**config.mk**
```make
export PLATFORM = sky130hd
export DESIGN_NAME = mips_pc_sequencer_flat
export DESIGN_NICKNAME = d
export VERILOG_FILES = /design/src/rtl/mips_pc_sequencer_if.sv /design/src/rtl/mips_pc_sequencer.sv /design/src/flat_wrapper.sv
export SDC_FILE = /design/constraint.sdc
export NUM_CORES = 1
export LEC_CHECK = 0
export ABC_CLOCK_PERIOD_IN_PS = 2040
export CAP_MARGIN = 30
export CORE_ASPECT_RATIO = 1.5
export CORE_MARGIN = 3
export CORE_UTILIZATION = 40
export DETAILED_ROUTE_END_ITERATION = 8
export DONT_BUFFER_PORTS = 1
export REMOVE_ABC_BUFFERS = 1
export SLEW_MARGIN = 20
export SYNTH_ARGS = -nofsm -noshare
export SYNTH_HDL_FRONTEND = slang
export SYNTH_SLANG_ARGS = --single-unit
```
**constraint.sdc**
```tcl
create_clock -name clock -period 2.04 [get_ports clock]
set_input_delay 0.204 -clock clock [delete_from_list [all_inputs] [get_ports clock]]
set_output_delay 0.204 -clock clock [all_outputs]
set_load 0.01 [all_outputs]
```
**src/rtl/mips_pc_sequencer_if.sv**
```systemverilog
// mips_pc_sequencer_if: EX-resolution inputs and fetch-PC outputs of the PC sequencer
interface mips_pc_sequencer_if #(
    parameter int WIDTH     = 32,
    parameter int CNT_WIDTH = 16
);
    logic                 stall;
    logic                 exValid;
    logic [1:0]           action;
    logic [1:0]           condition;
    logic                 zero;
    logic [WIDTH-1:0]     branchTarget;
    logic [WIDTH-1:0]     jumpTarget;
    logic [WIDTH-1:0]     regTarget;
    logic [WIDTH-1:0]     pc;
    logic                 flush;
    logic                 pending;
    logic                 misaligned;
    logic [CNT_WIDTH-1:0] redirectCount;

    modport master (
        output stall, exValid, action, condition, zero, branchTarget, jumpTarget, regTarget,
        input  pc, flush, pending, misaligned, redirectCount
    );

    modport slave (
        input  stall, exValid, action, condition, zero, branchTarget, jumpTarget, regTarget,
        output pc, flush, pending, misaligned, redirectCount
    );
endinterface

```
**src/rtl/mips_pc_sequencer.sv**
```systemverilog
// mips_pc_sequencer: fetch PC owner with increment, stall hold and buffered EX redirects
module mips_pc_sequencer #(
    parameter int             WIDTH     = 32,
    parameter logic [WIDTH-1:0] RESET_PC = '0,
    parameter int             CNT_WIDTH = 16
) (
    input  logic                 clock,
    input  logic                 reset,
    mips_pc_sequencer_if.slave   bus
);
    typedef enum logic {RUN, PEND} state_t;

    state_t               state_q, state_d;
    logic [WIDTH-1:0]     pc_q, pc_d;
    logic [WIDTH-1:0]     pend_q, pend_d;
    logic                 mis_q, mis_d;
    logic [CNT_WIDTH-1:0] cnt_q, cnt_d;
    logic                 taken;
    logic                 commit;
    logic [WIDTH-1:0]     target;
    logic [WIDTH-1:0]     raw;

    // Resolve the EX action: branches honour EQ/NE against zero, None/reserved always take
    always_comb begin
        taken  = bus.exValid && (bus.action != 2'd0) &&
                 !(bus.action == 2'd1 && ((bus.condition == 2'd1 && !bus.zero) ||
                                          (bus.condition == 2'd2 &&  bus.zero)));
        target = bus.action == 2'd1 ? bus.branchTarget :
                 bus.action == 2'd2 ? bus.jumpTarget : bus.regTarget;
    end

    // Next-state: the buffered target keeps its raw low bits so misalignment is reported on commit
    always_comb begin
        state_d = state_q;
        pc_d    = pc_q;
        pend_d  = pend_q;
        cnt_d   = cnt_q;
        commit  = 1'b0;
        raw     = '0;
        if (state_q == PEND) begin
            if (!bus.stall) begin
                commit  = 1'b1;
                raw     = pend_q;
                state_d = RUN;
            end
        end else if (taken) begin
            if (bus.stall) begin
                pend_d  = target;
                state_d = PEND;
            end else begin
                commit = 1'b1;
                raw    = target;
            end
        end else if (!bus.stall) begin
            pc_d = pc_q + WIDTH'(4);
        end
        if (commit) begin
            pc_d  = {raw[WIDTH-1:2], 2'b00};
            cnt_d = &cnt_q ? cnt_q : cnt_q + CNT_WIDTH'(1);
        end
        mis_d = commit && (raw[1:0] != 2'b00);
    end

    // State register with synchronous active-low reset that also drops any buffered redirect
    always_ff @(posedge clock) begin
        if (!reset) begin
            state_q <= RUN;
            pc_q    <= RESET_PC;
            pend_q  <= '0;
            mis_q   <= 1'b0;
            cnt_q   <= '0;
        end else begin
            state_q <= state_d;
            pc_q    <= pc_d;
            pend_q  <= pend_d;
            mis_q   <= mis_d;
            cnt_q   <= cnt_d;
        end
    end

    assign bus.pc            = pc_q;
    assign bus.flush         = commit && reset;
    assign bus.pending       = state_q == PEND;
    assign bus.misaligned    = mis_q;
    assign bus.redirectCount = cnt_q;
endmodule

```
**src/flat_wrapper.sv**
```systemverilog
// flat-port wrapper written by rule: the top's interface ports become plain ports
module mips_pc_sequencer_flat 
#(
    parameter int             WIDTH     = 32,
    parameter logic [WIDTH-1:0] RESET_PC = '0,
    parameter int             CNT_WIDTH = 16
)
  (clock, reset, bus_stall, bus_exValid, bus_action, bus_condition, bus_zero, bus_branchTarget, bus_jumpTarget, bus_regTarget, bus_pc, bus_flush, bus_pending, bus_misaligned, bus_redirectCount);
  mips_pc_sequencer_if #(.WIDTH(WIDTH), .CNT_WIDTH(CNT_WIDTH)) bus_i ();
  input  logic clock;
  input  logic reset;
  input wire logic [$bits(bus_i.stall)-1:0] bus_stall;
  input wire logic [$bits(bus_i.exValid)-1:0] bus_exValid;
  input wire logic [$bits(bus_i.action)-1:0] bus_action;
  input wire logic [$bits(bus_i.condition)-1:0] bus_condition;
  input wire logic [$bits(bus_i.zero)-1:0] bus_zero;
  input wire logic [$bits(bus_i.branchTarget)-1:0] bus_branchTarget;
  input wire logic [$bits(bus_i.jumpTarget)-1:0] bus_jumpTarget;
  input wire logic [$bits(bus_i.regTarget)-1:0] bus_regTarget;
  output wire logic [$bits(bus_i.pc)-1:0] bus_pc;
  output wire logic [$bits(bus_i.flush)-1:0] bus_flush;
  output wire logic [$bits(bus_i.pending)-1:0] bus_pending;
  output wire logic [$bits(bus_i.misaligned)-1:0] bus_misaligned;
  output wire logic [$bits(bus_i.redirectCount)-1:0] bus_redirectCount;
  assign bus_i.stall = bus_stall;
  assign bus_i.exValid = bus_exValid;
  assign bus_i.action = bus_action;
  assign bus_i.condition = bus_condition;
  assign bus_i.zero = bus_zero;
  assign bus_i.branchTarget = bus_branchTarget;
  assign bus_i.jumpTarget = bus_jumpTarget;
  assign bus_i.regTarget = bus_regTarget;
  assign bus_pc = bus_i.pc;
  assign bus_flush = bus_i.flush;
  assign bus_pending = bus_i.pending;
  assign bus_misaligned = bus_i.misaligned;
  assign bus_redirectCount = bus_i.redirectCount;
  mips_pc_sequencer #(.WIDTH(WIDTH), .RESET_PC(RESET_PC), .CNT_WIDTH(CNT_WIDTH)) u_core (.clock(clock), .reset(reset), .bus(bus_i));
endmodule
```
# Word-level counts from Yosys, hierarchy flattened
# Cells that the tools add are included.
totals:
  input_bits: 105
  register_bits: 82
  output_inout_bits: 51
  elab_cells: 54
op_classes:
  addsub: 2
  bitwise: 5
  reduce_logical: 18
  mux: 16
  eq_ne: 7
op_table:
  columns: ["op", "count"]
  rows:
  - ["32-bit two-way mux", 10]
  - ["32-bit by 3-bit adder with 32-bit output, second input constant", 1]
  - ["16-bit by 1-bit adder with 16-bit output, second input constant", 1]
  - ["16-bit AND reduction", 1]
  - ["3-bit AND reduction", 3]
  - ["1-bit logical AND", 7]
  - ["1-bit two-way mux", 6]
  - ["1-bit inverter", 5]
  - ["2-bit by 1-bit equality test with 1-bit output, second input constant", 2]
  - ["2-bit equality test, second input constant", 2]
  - ["2-bit inequality test, second input constant", 2]
  - ["2-bit nonzero test", 2]
  - ["1-bit zero test", 2]
  - ["2-bit by 1-bit inequality test with 1-bit output, second input constant", 1]
  - ["2-bit AND reduction", 1]
  - ["2-bit OR reduction", 1]
  - ["1-bit logical OR", 1]

# Logic depth before layout (Yosys ltp)
logic_depth:
  ltp_word: 10
  ltp_mapped: 8
  ltp_nobuf: 6

# Worst setup path after synthesis
# Ideal clock, no wire load.
synth_path:
  path_kind: "flip-flop to flip-flop"
  from: "register u_core.pc_q[7], in the netlist u_core.bus.pc[7]"
  to: "register u_core.pc_q[15], in the netlist u_core.bus.pc[15]"
  setup_slack_ps: 76
  n_path_buf: 2
  setup_ps: 57
  stages_incl_launch_ff: 8
  arrival_time_ps: 1907
  t_required_ps: 1983
  cell_sequence: "dfxtp_1 -> clkbuf_2 -> nand4_4 -> or4_1 -> buf_2 -> o31a_1 -> a221oi_2 -> a21o_1"
synth_via:
  elab_chain_len: 5
synth_rtl:
  columns: ["element", "line", "rtl"]
  rows:
  - ["start, declared", "mips_pc_sequencer.sv:14", "logic [WIDTH-1:0] pc_q, pc_d;"]
  - ["start signal, assigned", "mips_pc_sequencer.sv:74", "pc_q <= pc_d;"]
  - ["32-bit by 3-bit adder with 32-bit output", "mips_pc_sequencer.sv:55", "pc_d = pc_q + WIDTH'(4);"]
  - ["32-bit two-way mux", "mips_pc_sequencer.sv:54", "end else if (!bus.stall) begin"]
  - ["32-bit two-way mux", "mips_pc_sequencer.sv:46", "end else if (taken) begin"]
  - ["32-bit two-way mux", "mips_pc_sequencer.sv:40", "if (state_q == PEND) begin"]
  - ["32-bit two-way mux", "mips_pc_sequencer.sv:57", "if (commit) begin"]
# No other way between the ends. The select of a mux whose other input is x is not followed.
# A chain may end at the register's enable or synchronous reset.

# Worst setup path after layout
layout_path:
  from: "register u_core.state_q, in the netlist u_core.bus.pending"
  to: "output bus_flush"
layout_via:
  elab_chain_len: 2
layout_rtl:
  columns: ["element", "line", "rtl"]
  rows:
  - ["start, declared", "mips_pc_sequencer.sv:13", "state_t state_q, state_d;"]
  - ["start signal, assigned", "mips_pc_sequencer.sv:73", "state_q <= state_d;"]
  - ["1-bit two-way mux", "mips_pc_sequencer.sv:40", null]
  - ["1-bit logical AND", "mips_pc_sequencer.sv:82", "assign bus.flush = commit && reset;"]
  - ["end, declared", "flat_wrapper.sv:21", "output wire logic [$bits(bus_i.flush)-1:0] bus_flush;"]
# No other way between the ends.

==> flow_summary.rst <==
.. list-table::
   :header-rows: 1

   * - Metric
     - Value
   * - Share of flip-flops with an asynchronous set or reset
     - 0%
   * - Upper clock frequency limit
     - 515 MHz
   * - Setup CP Type
     - register to output port
   * - Nets
     - between 700 and 800
   * - Antenna Diode Count
     - 0
   * - Power per cell area
     - approximately 690 nW/µm²
   * - DP Wirelength
     - roughly 12000 µm
   * - Number of fill cells
     - around 1.3k
   * - Max-slew headroom at the worst pin
     - around 48%
   * - Max_cap viols
     - 0
   * - EDFF count, synth
     - 0
   * - Placed cell count
     - about 830
   * - First-pass DRT Iterations
     - 5
   * - Core Region
     - 13000 µm²
   * - R2R Setup Slk
     - about 110 ps
   * - Placement Rows
     - a little over 50
   * - Routed via count
     - between 5k and 6k
   * - Area grow syn2layout
     - 15.2%
   * - GPL Wtd Cong
     - approximately 0.85
   * - Synth area leaders
     - dfxtp_1 30%, mux2i_1 14%, nand2_1 5.4%
   * - Req. time, crit path
     - between 1500 and 2000 ps
   * - First-pass GRT wire length
     - ~26000 µm
   * - Total count of max-transition violations in the final report
     - 0
   * - Startpoint Class
     - register
   * - Area share of the largest cell type after synthesis
     - 30.1%
   * - Endpoint class of the critical path
     - output port
   * - Yosys synthesis warning count
     - 0
   * - Run status
     - finished, final reports clean
   * - GRT Resource Usage Total
     - between 20 and 25%
   * - Final hold violation count
     - 0
   * - Inserted Clock Buffers
     - 9
   * - Multi-input combinational cell area
     - between 3000 and 4000 µm²
   * - Number of remaining DRC errors
     - 0
   * - Starting DRT DRC Count
     - ~260
   * - VDD IR-drop max
     - about 0.42 mV
   * - Clock tree from TritonCTS
     - yes
   * - Post-synthesis average cell area
     - between 8 and 9 µm²
   * - Maximum number of pins on one net before global-route repair
     - 81
   * - Maximum fanout along the worst path
     - 24
   * - Top cell types by occurrence after synthesis
     - 80 x dfxtp_1, 77 x mux2i_1, 77 x nand2_1, 44 x a21oi_1, 35 x nor2_1
   * - Total Wirelength
     - 16400 µm
   * - Post-Synthesis Cell Area
     - approximately 5300 µm²
   * - Clock latency of the later-clocked register in the worst-skew pair
     - ~350 ps
   * - Most used DFF post-synth
     - dfxtp_1
   * - Buffer depth of the longest clock path
     - 2
   * - Post-route cell area
     - 6130 µm²
   * - Total Die Area
     - 14800 µm²
   * - Final ANT Viol Nets
     - 0
   * - Flop and latch count out of synthesis
     - 80
   * - Leakage power summed over all cells
     - 0.00246 µW
   * - Clock tree root driver cell
     - clkbuf_16
   * - Post-Route Setup TNS
     - 0 ps
   * - Via count of the first global-routing pass
     - just over 5k
   * - Via count normalized by instance count
     - roughly 6.0
   * - Share of the core filled with cells
     - 47.1%
   * - Initial antenna violation count
     - 0
   * - DIE HEIGHT
     - about 150 µm
   * - Synth unique cells
     - 69
   * - Setup repair after global routing missed its margin
     - false
   * - Min Hold Slack
     - 5.72 ps
   * - Ratio of final minimum period to clock period
     - 95.1%
   * - Most instantiated library cell after synthesis
     - dfxtp_1
   * - Share of final-layout standard cells stronger than drive strength 1
     - between 15 and 20%
   * - Die span in x
     - ~100 µm
   * - Hold crit path type
     - input port to register
   * - Data arrival at the endpoint of the critical path
     - 1740 ps
   * - Total number of H-tree levels
     - 3
   * - Slew at the pin with the worst max-slew slack
     - between 700 and 800 ps
   * - Number of setup violations in the final report
     - 0
   * - Cell taking the most area after synthesis
     - dfxtp_1
   * - Final Instance Count excl. Fillers
     - around 840
   * - Number of top-level pins
     - 156
   * - Placement-stage cell area
     - about 5700 µm²
   * - Gate count after technology mapping
     - around 660
   * - Clock-pin slew of the registers on the worst-case setup and hold paths
     - approximately 60 ps
   * - PortBufs
     - 0
   * - Initial core utilization
     - 40.9%
   * - Total area of sequential cells
     - roughly 1600 µm²
   * - Number of sinks handled by clock tree synthesis
     - 80
   * - Routed length per placed instance
     - between 15 and 20 µm
   * - Residual overflow from global routing
     - 0
   * - Layout Skew
     - about 7.5 ps
   * - Min cycle time layout
     - just under 2000 ps
   * - Sequential cell area fraction in the yosys report
     - 30.1%
-- per-stage QoR --
step	setup slack, ps	total power, µW
6_report	99.1	4240
5_1_grt	0.991	4400
4_1_cts	47.6	4270
3_5_place_dp	61.2	2420
3_3_place_gp	32.9	2400
2_1_floorplan	-916	2180
-- power breakdown --
| group | total, µW | switching, µW | internal, µW |
|---|---|---|---|
| clock network | 1840 | 649 | 1190 |
| logic | 681 | 377 | 304 |
| registers | 1710 | 71.2 | 1640 |
-- path summary, 6_finish.rpt --
path / startpoint / endpoint / cells after the start
min: reset / u_core.bus.redirectCount[10] / 2
min reg2reg: u_core.pend_q[22] / u_core.pend_q[22] / 2
max reg2reg: u_core.bus.redirectCount[1] / u_core.bus.redirectCount[6] / 6
max: u_core.bus.pending / bus_flush / 5
-- cell usage in the layout, fill, tap and decap left out, types with 7 or more instances in the layout --
| cell | count |
|---|---|
| nor2b_1 | 12 |
| nor4_1 | 9 |
| o211ai_1 | 7 |
| inv_1 | 10 |
| nand3_1 | 21 |
| nand4_1 | 16 |
| a21o_1 | 9 |
| and2_1 | 7 |
| dfxtp_1 | 79 |
| nor3_1 | 33 |
| nand2b_1 | 7 |
| xnor2_1 | 12 |
| nand2_1 | 77 |
| clkbuf_16 | 9 |
| a211oi_1 | 12 |
| o21ai_0 | 24 |
| buf_4 | 56 |
| nor2_1 | 33 |
| mux2i_1 | 77 |
| a31oi_1 | 10 |
| o22ai_1 | 10 |
| a21oi_1 | 44 |
| mux2_2 | 7 |
-- metal layers --
metal | global-route usage, % | up-vias | part of all wire [%]
li1 | - | 2482 | -
met2 | 40.4 | 170 | 54
met5 | 0 | - | 0
met3 | 5.23 | 28 | 7.1
met1 | 24.3 | 2409 | 37
met4 | 8.02 | 0 | 2.4
-- sequential cells by signal, summed over array words and instances, names as in the netlist --
name and flops:
u_core.pend_q 32, u_core.bus.pc 30, u_core.bus.redirectCount 16, u_core.bus.misaligned 1, u_core.bus.pending 1
-- repair_timing --
item,CTS,global route
endpoints found under the setup margin,0,6
hold buffers,2,0
setup buffers,0,0
endpoints found under the hold margin,10,0
resized for setup,0,5
-- area by class of cell --
type                    count  share of cell area (%)
well taps                 159                    3.24
flip-flops and latches     80                    26.1
multi-input cells         517                    56.7
repair buffers             60                    7.76
clock buffers              10                    3.73
inverters                  11                   0.673
clock inverters             6                    1.76
-- worst max-delay path, stage by stage (launching register included) --
cell     delay, ps
dfxtp_2        550
inv_2           70
o31ai_2         90
buf_12         210
nand2_1        260
inv_1          200
-- cell families after synthesis --
kind of cell,after synthesis,synth area share (%)
AO/OA/AOI/OAI,156,19.4
XOR/XNOR,17,2.80
adder cells (fa/ha/maj),2,0.470
buffers and inverters,63,5.29
flip-flops,80,30.1
multiplexers,84,16.0
other,1,0.0705
AND/OR/NAND/NOR,256,25.9
Note: power is estimated with default switching activity, not from simulation.
